$ cat config.mk
export PLATFORM = sky130hd
export DESIGN_NAME = wbu_flat
export DESIGN_NICKNAME = d
export VERILOG_FILES = /design/src/rtl/wbu_if.sv /design/src/rtl/wbu.sv /design/src/flat_wrapper.sv
export SDC_FILE = /design/constraint.sdc
export NUM_CORES = 1
export LEC_CHECK = 0
export ABC_AREA = 0
export ABC_CLOCK_PERIOD_IN_PS = 2600
export CAP_MARGIN = 20
export CELL_PAD_IN_SITES_DETAIL_PLACEMENT = 1
export CELL_PAD_IN_SITES_GLOBAL_PLACEMENT = 2
export CORE_UTILIZATION = 22
export DETAILED_ROUTE_END_ITERATION = 12
export GPL_TIMING_DRIVEN = 1
export PLACE_DENSITY = 0.91
export SYNTH_ARGS = -nofsm -noshare
export SYNTH_HDL_FRONTEND = slang
export SYNTH_SLANG_ARGS = --single-unit
$ cat constraint.sdc
create_clock -name clk -period 2.6 [get_ports clk]
set_input_delay 0.26 -clock clk [delete_from_list [all_inputs] [get_ports clk]]
set_output_delay 0.26 -clock clk [all_outputs]
set_load 0.1 [all_outputs]
$ cat src/rtl/wbu_if.sv
// wbu_if: bundle of the writeback unit's execute-side, data-memory and
// register-file signals.
// Optional macro: WBU_MISALIGN_CHECK_EN adds the misalign pulse.
// slave  = the writeback unit's view; master = the surrounding core/bench.
interface wbu_if;
  logic        in_valid;
  logic        in_ready;
  logic [4:0]  in_rd;
  logic        in_wen;
  logic        in_is_load;
  logic [2:0]  in_funct3;
  logic [31:0] in_result;
  logic        mem_req_valid;
  logic        mem_req_ready;
  logic [31:0] mem_req_addr;
  logic        mem_rsp_valid;
  logic [31:0] mem_rsp_data;
  logic        rf_en;
  logic [4:0]  rf_waddr;
  logic [31:0] rf_wdata;
  logic        commit;
`ifdef WBU_MISALIGN_CHECK_EN
  logic        misalign;
`endif

  modport slave (
`ifdef WBU_MISALIGN_CHECK_EN
    output misalign,
`endif
    input  in_valid, in_rd, in_wen, in_is_load, in_funct3, in_result,
    output in_ready,
    output mem_req_valid, mem_req_addr,
    input  mem_req_ready, mem_rsp_valid, mem_rsp_data,
    output rf_en, rf_waddr, rf_wdata, commit
  );

  modport master (
`ifdef WBU_MISALIGN_CHECK_EN
    input  misalign,
`endif
    output in_valid, in_rd, in_wen, in_is_load, in_funct3, in_result,
    input  in_ready,
    input  mem_req_valid, mem_req_addr,
    output mem_req_ready, mem_rsp_valid, mem_rsp_data,
    input  rf_en, rf_waddr, rf_wdata, commit
  );
endinterface

$ cat src/rtl/wbu.sv
// wbu: writeback unit of the multi-cycle RV32E core. Accepts one retiring
// instruction, performs the data-memory read for loads (align + extend),
// then writes the register file for one cycle and pulses commit.
// Optional macro: WBU_MISALIGN_CHECK_EN -- misaligned LH/LHU/LW loads skip
// memory and retire with rf_en=0 and a misalign pulse.
//
// Handshakes: a transfer happens on a rising edge where valid && ready.
// in_valid/in_ready: the execute stage holds its fields stable until accepted.
// mem_req_valid/mem_req_ready: once raised, the request and its address stay
// stable until mem_req_ready. mem_rsp_valid has no ready; it is consumed only
// in RESP and ignored in every other state.
module wbu (
  input  logic       clk,
  input  logic       rst,
  wbu_if.slave       bus,
  output logic [1:0] dbg_state
);

  typedef enum logic [1:0] {
    IDLE  = 2'd0,
    REQ   = 2'd1,
    RESP  = 2'd2,
    WRITE = 2'd3
  } state_t;

  state_t      state_q, state_d;
  logic [4:0]  rd_q;
  logic        wen_q;
  logic [2:0]  funct3_q;
  logic [1:0]  lo_q;
  // Holds the ALU result / load address, then the extended load data.
  logic [31:0] res_q;
  logic        mis_d;
  logic        mis_q;
  logic        accept;
  logic        wr_en;

  assign accept    = (state_q == IDLE) && bus.in_valid;
  assign dbg_state = state_q;

  // Select and sign/zero-extend the addressed byte or half of a read word.
  function automatic logic [31:0] extend(input logic [2:0]  f3,
                                         input logic [1:0]  lo,
                                         input logic [31:0] w);
    logic [7:0]  b;
    logic [15:0] h;
    case (lo)
      2'd0:    b = w[7:0];
      2'd1:    b = w[15:8];
      2'd2:    b = w[23:16];
      default: b = w[31:24];
    endcase
    h = lo[1] ? w[31:16] : w[15:0];
    case (f3)
      3'b000:  extend = {{24{b[7]}}, b};
      3'b001:  extend = {{16{h[15]}}, h};
      3'b100:  extend = {24'd0, b};
      3'b101:  extend = {16'd0, h};
      default: extend = w;
    endcase
  endfunction

  // Misalignment decode at acceptance; constant 0 when the check is built out.
  always_comb begin
    mis_d = 1'b0;
`ifdef WBU_MISALIGN_CHECK_EN
    if (bus.in_is_load) begin
      case (bus.in_funct3)
        3'b000, 3'b100: mis_d = 1'b0;
        3'b001, 3'b101: mis_d = bus.in_result[0];
        default:        mis_d = |bus.in_result[1:0];
      endcase
    end
`endif
  end

  // State register; reset aborts any in-flight instruction.
  always_ff @(posedge clk or negedge rst) begin
    if (!rst) state_q <= IDLE;
    else      state_q <= state_d;
  end

  // Next-state and state-decoded outputs.
  always_comb begin
    state_d           = state_q;
    bus.in_ready      = 1'b0;
    bus.mem_req_valid = 1'b0;
    bus.mem_req_addr  = 32'd0;
    bus.commit        = 1'b0;
    wr_en             = 1'b0;
    case (state_q)
      IDLE: begin
        bus.in_ready = 1'b1;
        if (bus.in_valid) begin
          if (bus.in_is_load && !mis_d) state_d = REQ;
          else                          state_d = WRITE;
        end
      end
      REQ: begin
        bus.mem_req_valid = 1'b1;
        bus.mem_req_addr  = {res_q[31:2], 2'b00};
        if (bus.mem_req_ready) state_d = RESP;
      end
      RESP: begin
        if (bus.mem_rsp_valid) state_d = WRITE;
      end
      WRITE: begin
        bus.commit = 1'b1;
        wr_en      = wen_q && (rd_q != 5'd0) && !mis_q;
        state_d    = IDLE;
      end
      default: state_d = IDLE;
    endcase
  end

  // Register-file port is zeroed whenever no write takes place.
  assign bus.rf_en    = wr_en;
  assign bus.rf_waddr = wr_en ? rd_q  : 5'd0;
  assign bus.rf_wdata = wr_en ? res_q : 32'd0;

`ifdef WBU_MISALIGN_CHECK_EN
  assign bus.misalign = (state_q == WRITE) && mis_q;
`endif

  // Capture the instruction on acceptance; overwrite with load data in RESP.
  always_ff @(posedge clk or negedge rst) begin
    if (!rst) begin
      rd_q     <= 5'd0;
      wen_q    <= 1'b0;
      funct3_q <= 3'd0;
      lo_q     <= 2'd0;
      res_q    <= 32'd0;
      mis_q    <= 1'b0;
    end else if (accept) begin
      rd_q     <= bus.in_rd;
      wen_q    <= bus.in_wen;
      funct3_q <= bus.in_funct3;
      lo_q     <= bus.in_result[1:0];
      res_q    <= bus.in_result;
      mis_q    <= mis_d;
    end else if ((state_q == RESP) && bus.mem_rsp_valid) begin
      res_q    <= extend(funct3_q, lo_q, bus.mem_rsp_data);
    end
  end

endmodule

$ cat src/flat_wrapper.sv
// flat-port wrapper written by rule: the top's interface ports become plain ports
module wbu_flat 
  (clk, rst, dbg_state, bus_in_valid, bus_in_rd, bus_in_wen, bus_in_is_load, bus_in_funct3, bus_in_result, bus_in_ready, bus_mem_req_valid, bus_mem_req_addr, bus_mem_req_ready, bus_mem_rsp_valid, bus_mem_rsp_data, bus_rf_en, bus_rf_waddr, bus_rf_wdata, bus_commit);
  wbu_if bus_i ();
  input  logic clk;
  input  logic rst;
  output logic [1:0] dbg_state;
  input wire logic [$bits(bus_i.in_valid)-1:0] bus_in_valid;
  input wire logic [$bits(bus_i.in_rd)-1:0] bus_in_rd;
  input wire logic [$bits(bus_i.in_wen)-1:0] bus_in_wen;
  input wire logic [$bits(bus_i.in_is_load)-1:0] bus_in_is_load;
  input wire logic [$bits(bus_i.in_funct3)-1:0] bus_in_funct3;
  input wire logic [$bits(bus_i.in_result)-1:0] bus_in_result;
  output wire logic [$bits(bus_i.in_ready)-1:0] bus_in_ready;
  output wire logic [$bits(bus_i.mem_req_valid)-1:0] bus_mem_req_valid;
  output wire logic [$bits(bus_i.mem_req_addr)-1:0] bus_mem_req_addr;
  input wire logic [$bits(bus_i.mem_req_ready)-1:0] bus_mem_req_ready;
  input wire logic [$bits(bus_i.mem_rsp_valid)-1:0] bus_mem_rsp_valid;
  input wire logic [$bits(bus_i.mem_rsp_data)-1:0] bus_mem_rsp_data;
  output wire logic [$bits(bus_i.rf_en)-1:0] bus_rf_en;
  output wire logic [$bits(bus_i.rf_waddr)-1:0] bus_rf_waddr;
  output wire logic [$bits(bus_i.rf_wdata)-1:0] bus_rf_wdata;
  output wire logic [$bits(bus_i.commit)-1:0] bus_commit;
  assign bus_i.in_valid = bus_in_valid;
  assign bus_i.in_rd = bus_in_rd;
  assign bus_i.in_wen = bus_in_wen;
  assign bus_i.in_is_load = bus_in_is_load;
  assign bus_i.in_funct3 = bus_in_funct3;
  assign bus_i.in_result = bus_in_result;
  assign bus_in_ready = bus_i.in_ready;
  assign bus_mem_req_valid = bus_i.mem_req_valid;
  assign bus_mem_req_addr = bus_i.mem_req_addr;
  assign bus_i.mem_req_ready = bus_mem_req_ready;
  assign bus_i.mem_rsp_valid = bus_mem_rsp_valid;
  assign bus_i.mem_rsp_data = bus_mem_rsp_data;
  assign bus_rf_en = bus_i.rf_en;
  assign bus_rf_waddr = bus_i.rf_waddr;
  assign bus_rf_wdata = bus_i.rf_wdata;
  assign bus_commit = bus_i.commit;
  wbu u_core (.clk(clk), .rst(rst), .bus(bus_i), .dbg_state(dbg_state));
endmodule
==> impl_metrics.toml <==
[synthesis]
synth_cells = 373
ys_seq_area_frac = 0.360
synthTopCellsByArea = "dfrtp_1 (36%), and2_1 (13%), mux2_2 (7.2%), nand2_1 (6.2%), a211oi_1 (4.6%)"
yosys_warnings = 0
synth_common_cells = "and2_1 (65), nand2_1 (52), dfrtp_1 (45), nor2_1 (26), clkbuf_1 (24)"
synth.avg_cell_area_um2 = 8.39
syn_area_um2 = 3130
ys_seq_elements = 45
synth_area_leader_cell = "dfrtp_1"
synth.most_common_cell = "and2_1"
yosys.cell_types.count = 36
synth-edff-count = 0
netlist.area_leader.share = 0.360
synth_flop_cell = "dfrtp_1"
synthArstFlopShare = 1.00

[cts]
cts.clk_slew.worst_paths_ns = 0.07
cts_num_sinks = 45
insertion_delay_ns = 0.28
postCtsSetupBuffers = 0
cts_resized = 0
cts.htree.levels = 2
clockRootBuffer = "clkbuf_16"
cts_made_buffers = 5
ctsHoldBuffers = 1
cts_tree = "yes"
clockBufferDepth = 2

[routing]
wl_per_cell_um = 19.1
first_pass_iters = 4
finalWirelength_um = 13200
drtIter0Drc = 102
drc_errors = 0
vias = 3254
antenna_left = 0
vias_per_cell = 4.70

[timing]
period_share = 0.892
finalSetupTns_ns = 0
fin_hold_ws_ns = 0.485
clock_skew_ns = 0.00467
maxSlewHeadroom = 0.553
fin_crit_ns = 2.32
tightest_slew_ns = 0.670
maxSlewViolCount = 0
fmax_mhz = 431
hold_viol = 0
setup_viol = 0
rsz0062_at_grt = "false"
worst_slack_ns = 0.281

[finish]
area_delta_synth_final_pct = 82.1
multi_input_area_um2 = 1940
drive_above_1_share = 0.367
nNetsFinal = 594
antenna_cells = 0
regArea_um2 = 1130
final_area_um2 = 5700
postLayoutCoreUtil = 0.411
fin_cells = 692
n_fill_cell = 1543

[floorplanning]
ios = 154
chipWidth_um = 121
die_y_um = 121
fp-row-count = 43
core_um2 = 13900
dieArea_um2 = 14700
start_util = 0.226

[worst_setup_path]
cp-end-kind = "primary output"
rrSetupSlack_ns = 0.46
r2r_start = "u_core.dbg_state[0]"
worst_ep_arrival_time_ns = 2.06
critPathMaxFanout = 35
worstRegToRegCells = 6
cp-start-kind = "register"
crit_start = "u_core.rd_q[1]"
path_class = "register to primary output"
crit_required_ns = 2.34
r2r_end = "u_core.res_q[16]"

[global_routing]
grt_antenna_before_repair = 0
grt_max_degree = 57
first_global_vias = 3610
grt_overflow = 0
grt_first_pass_wirelength_um = 20400
track_usage = 0.182

[flow_run]
maxCapViolations = 0

[place]
place_area_um2 = 5550
dp_hpwl_um = 10400
placed_cells_incl_taps = 683
gp_congestion = 0.834
pre_cts_slack_ns = 0.235
portBuffers = 151

[pwr]
power_frac_comb = 0.744
pwr-share-seq = 0.177
p_leak_nw = 2.40
clkPwrFrac = 0.079
power.ir.vdd_worst_uv = 395
switchingPower_mw = 4.44
internal_power_mw = 3.54
p_per_area_nw_per_um2 = 1400
power_mw = 7.98
switching_share = 0.556

[run_status]
outcome = "complete, no violations"

[min_path]
hp-class = "input pin to async pin"
-- state kept, by name, indices dropped and copies added (netlist names) --
| signal | count |
|---|---|
| u_core.wen_q | 1 |
| u_core.dbg_state | 2 |
| u_core.funct3_q | 3 |
| u_core.rd_q | 5 |
| u_core.lo_q | 2 |
| u_core.res_q | 32 |
-- power groups by stage --
stage	clock network [mW]	registers [mW]	logic, mW
after floorplan	0	1.37	3.97
after global placement	0	1.41	5.79
after detailed placement	0	1.43	5.98
after CTS	0.652	1.42	5.99
after global routing	0.677	1.48	6.24
final	0.628	1.42	5.94
-- placed cells by master, fill, tap and decap left out, types with 13 or more instances in the layout --
cell type / count
nand3b_1: 13
clkdlybuf4s50_1: 77
and3_1: 19
and2_2: 51
nand2_1: 52
mux2_2: 20
o21ai_0: 21
a211oi_1: 19
nor2_1: 26
buf_12: 66
dfrtp_1: 43
buf_4: 17
-- layout make-up --
cell class,count,area share
clock inverter,3,0.00307
multi-input combinational,290,0.341
sequential,45,0.198
inverter,7,0.00461
tap,180,0.0395
clock buffer,5,0.0220
timing repair buffer,162,0.392
-- critical path, cell delays in order, from the launching register on --
cell and delay (ns):
dfrtp_1 0.40, or3_1 0.37, o311a_1 0.29, buf_4 0.25, and2_2 0.28, buf_12 0.17
-- per-layer routing --
layer	routed length (um)	GRT usage
met3	575	0.0329
met5	0	0
met2	6960	0.331
met1	5460	0.217
met4	214	0.0478
-- cell families (layout without fill, tap and decap cells) --
family / count (synthesis) / in the layout / share of synthesized area
other: 1 / 2 / 0.00120
adders and majority gates: 4 / 4 / 0.0160
AOI/OAI and AO/OA: 79 / 79 / 0.181
and+or+nand+nor: 182 / 182 / 0.307
buffers and inverters: 39 / 177 / 0.0536
muxes: 23 / 23 / 0.0815
DFF: 45 / 45 / 0.360
-- worst max-delay path by stage --
stage / end / cells past startpoint
floorplan: bus_rf_waddr[0] / 4
global placement: u_core.res_q[20] / 5
detailed placement: u_core.res_q[16] / 5
CTS: bus_rf_wdata[7] / 5
global route: bus_rf_wdata[7] / 5
finish: bus_rf_wdata[7] / 5
No activity file was read; power rests on OpenSTA's default activity.
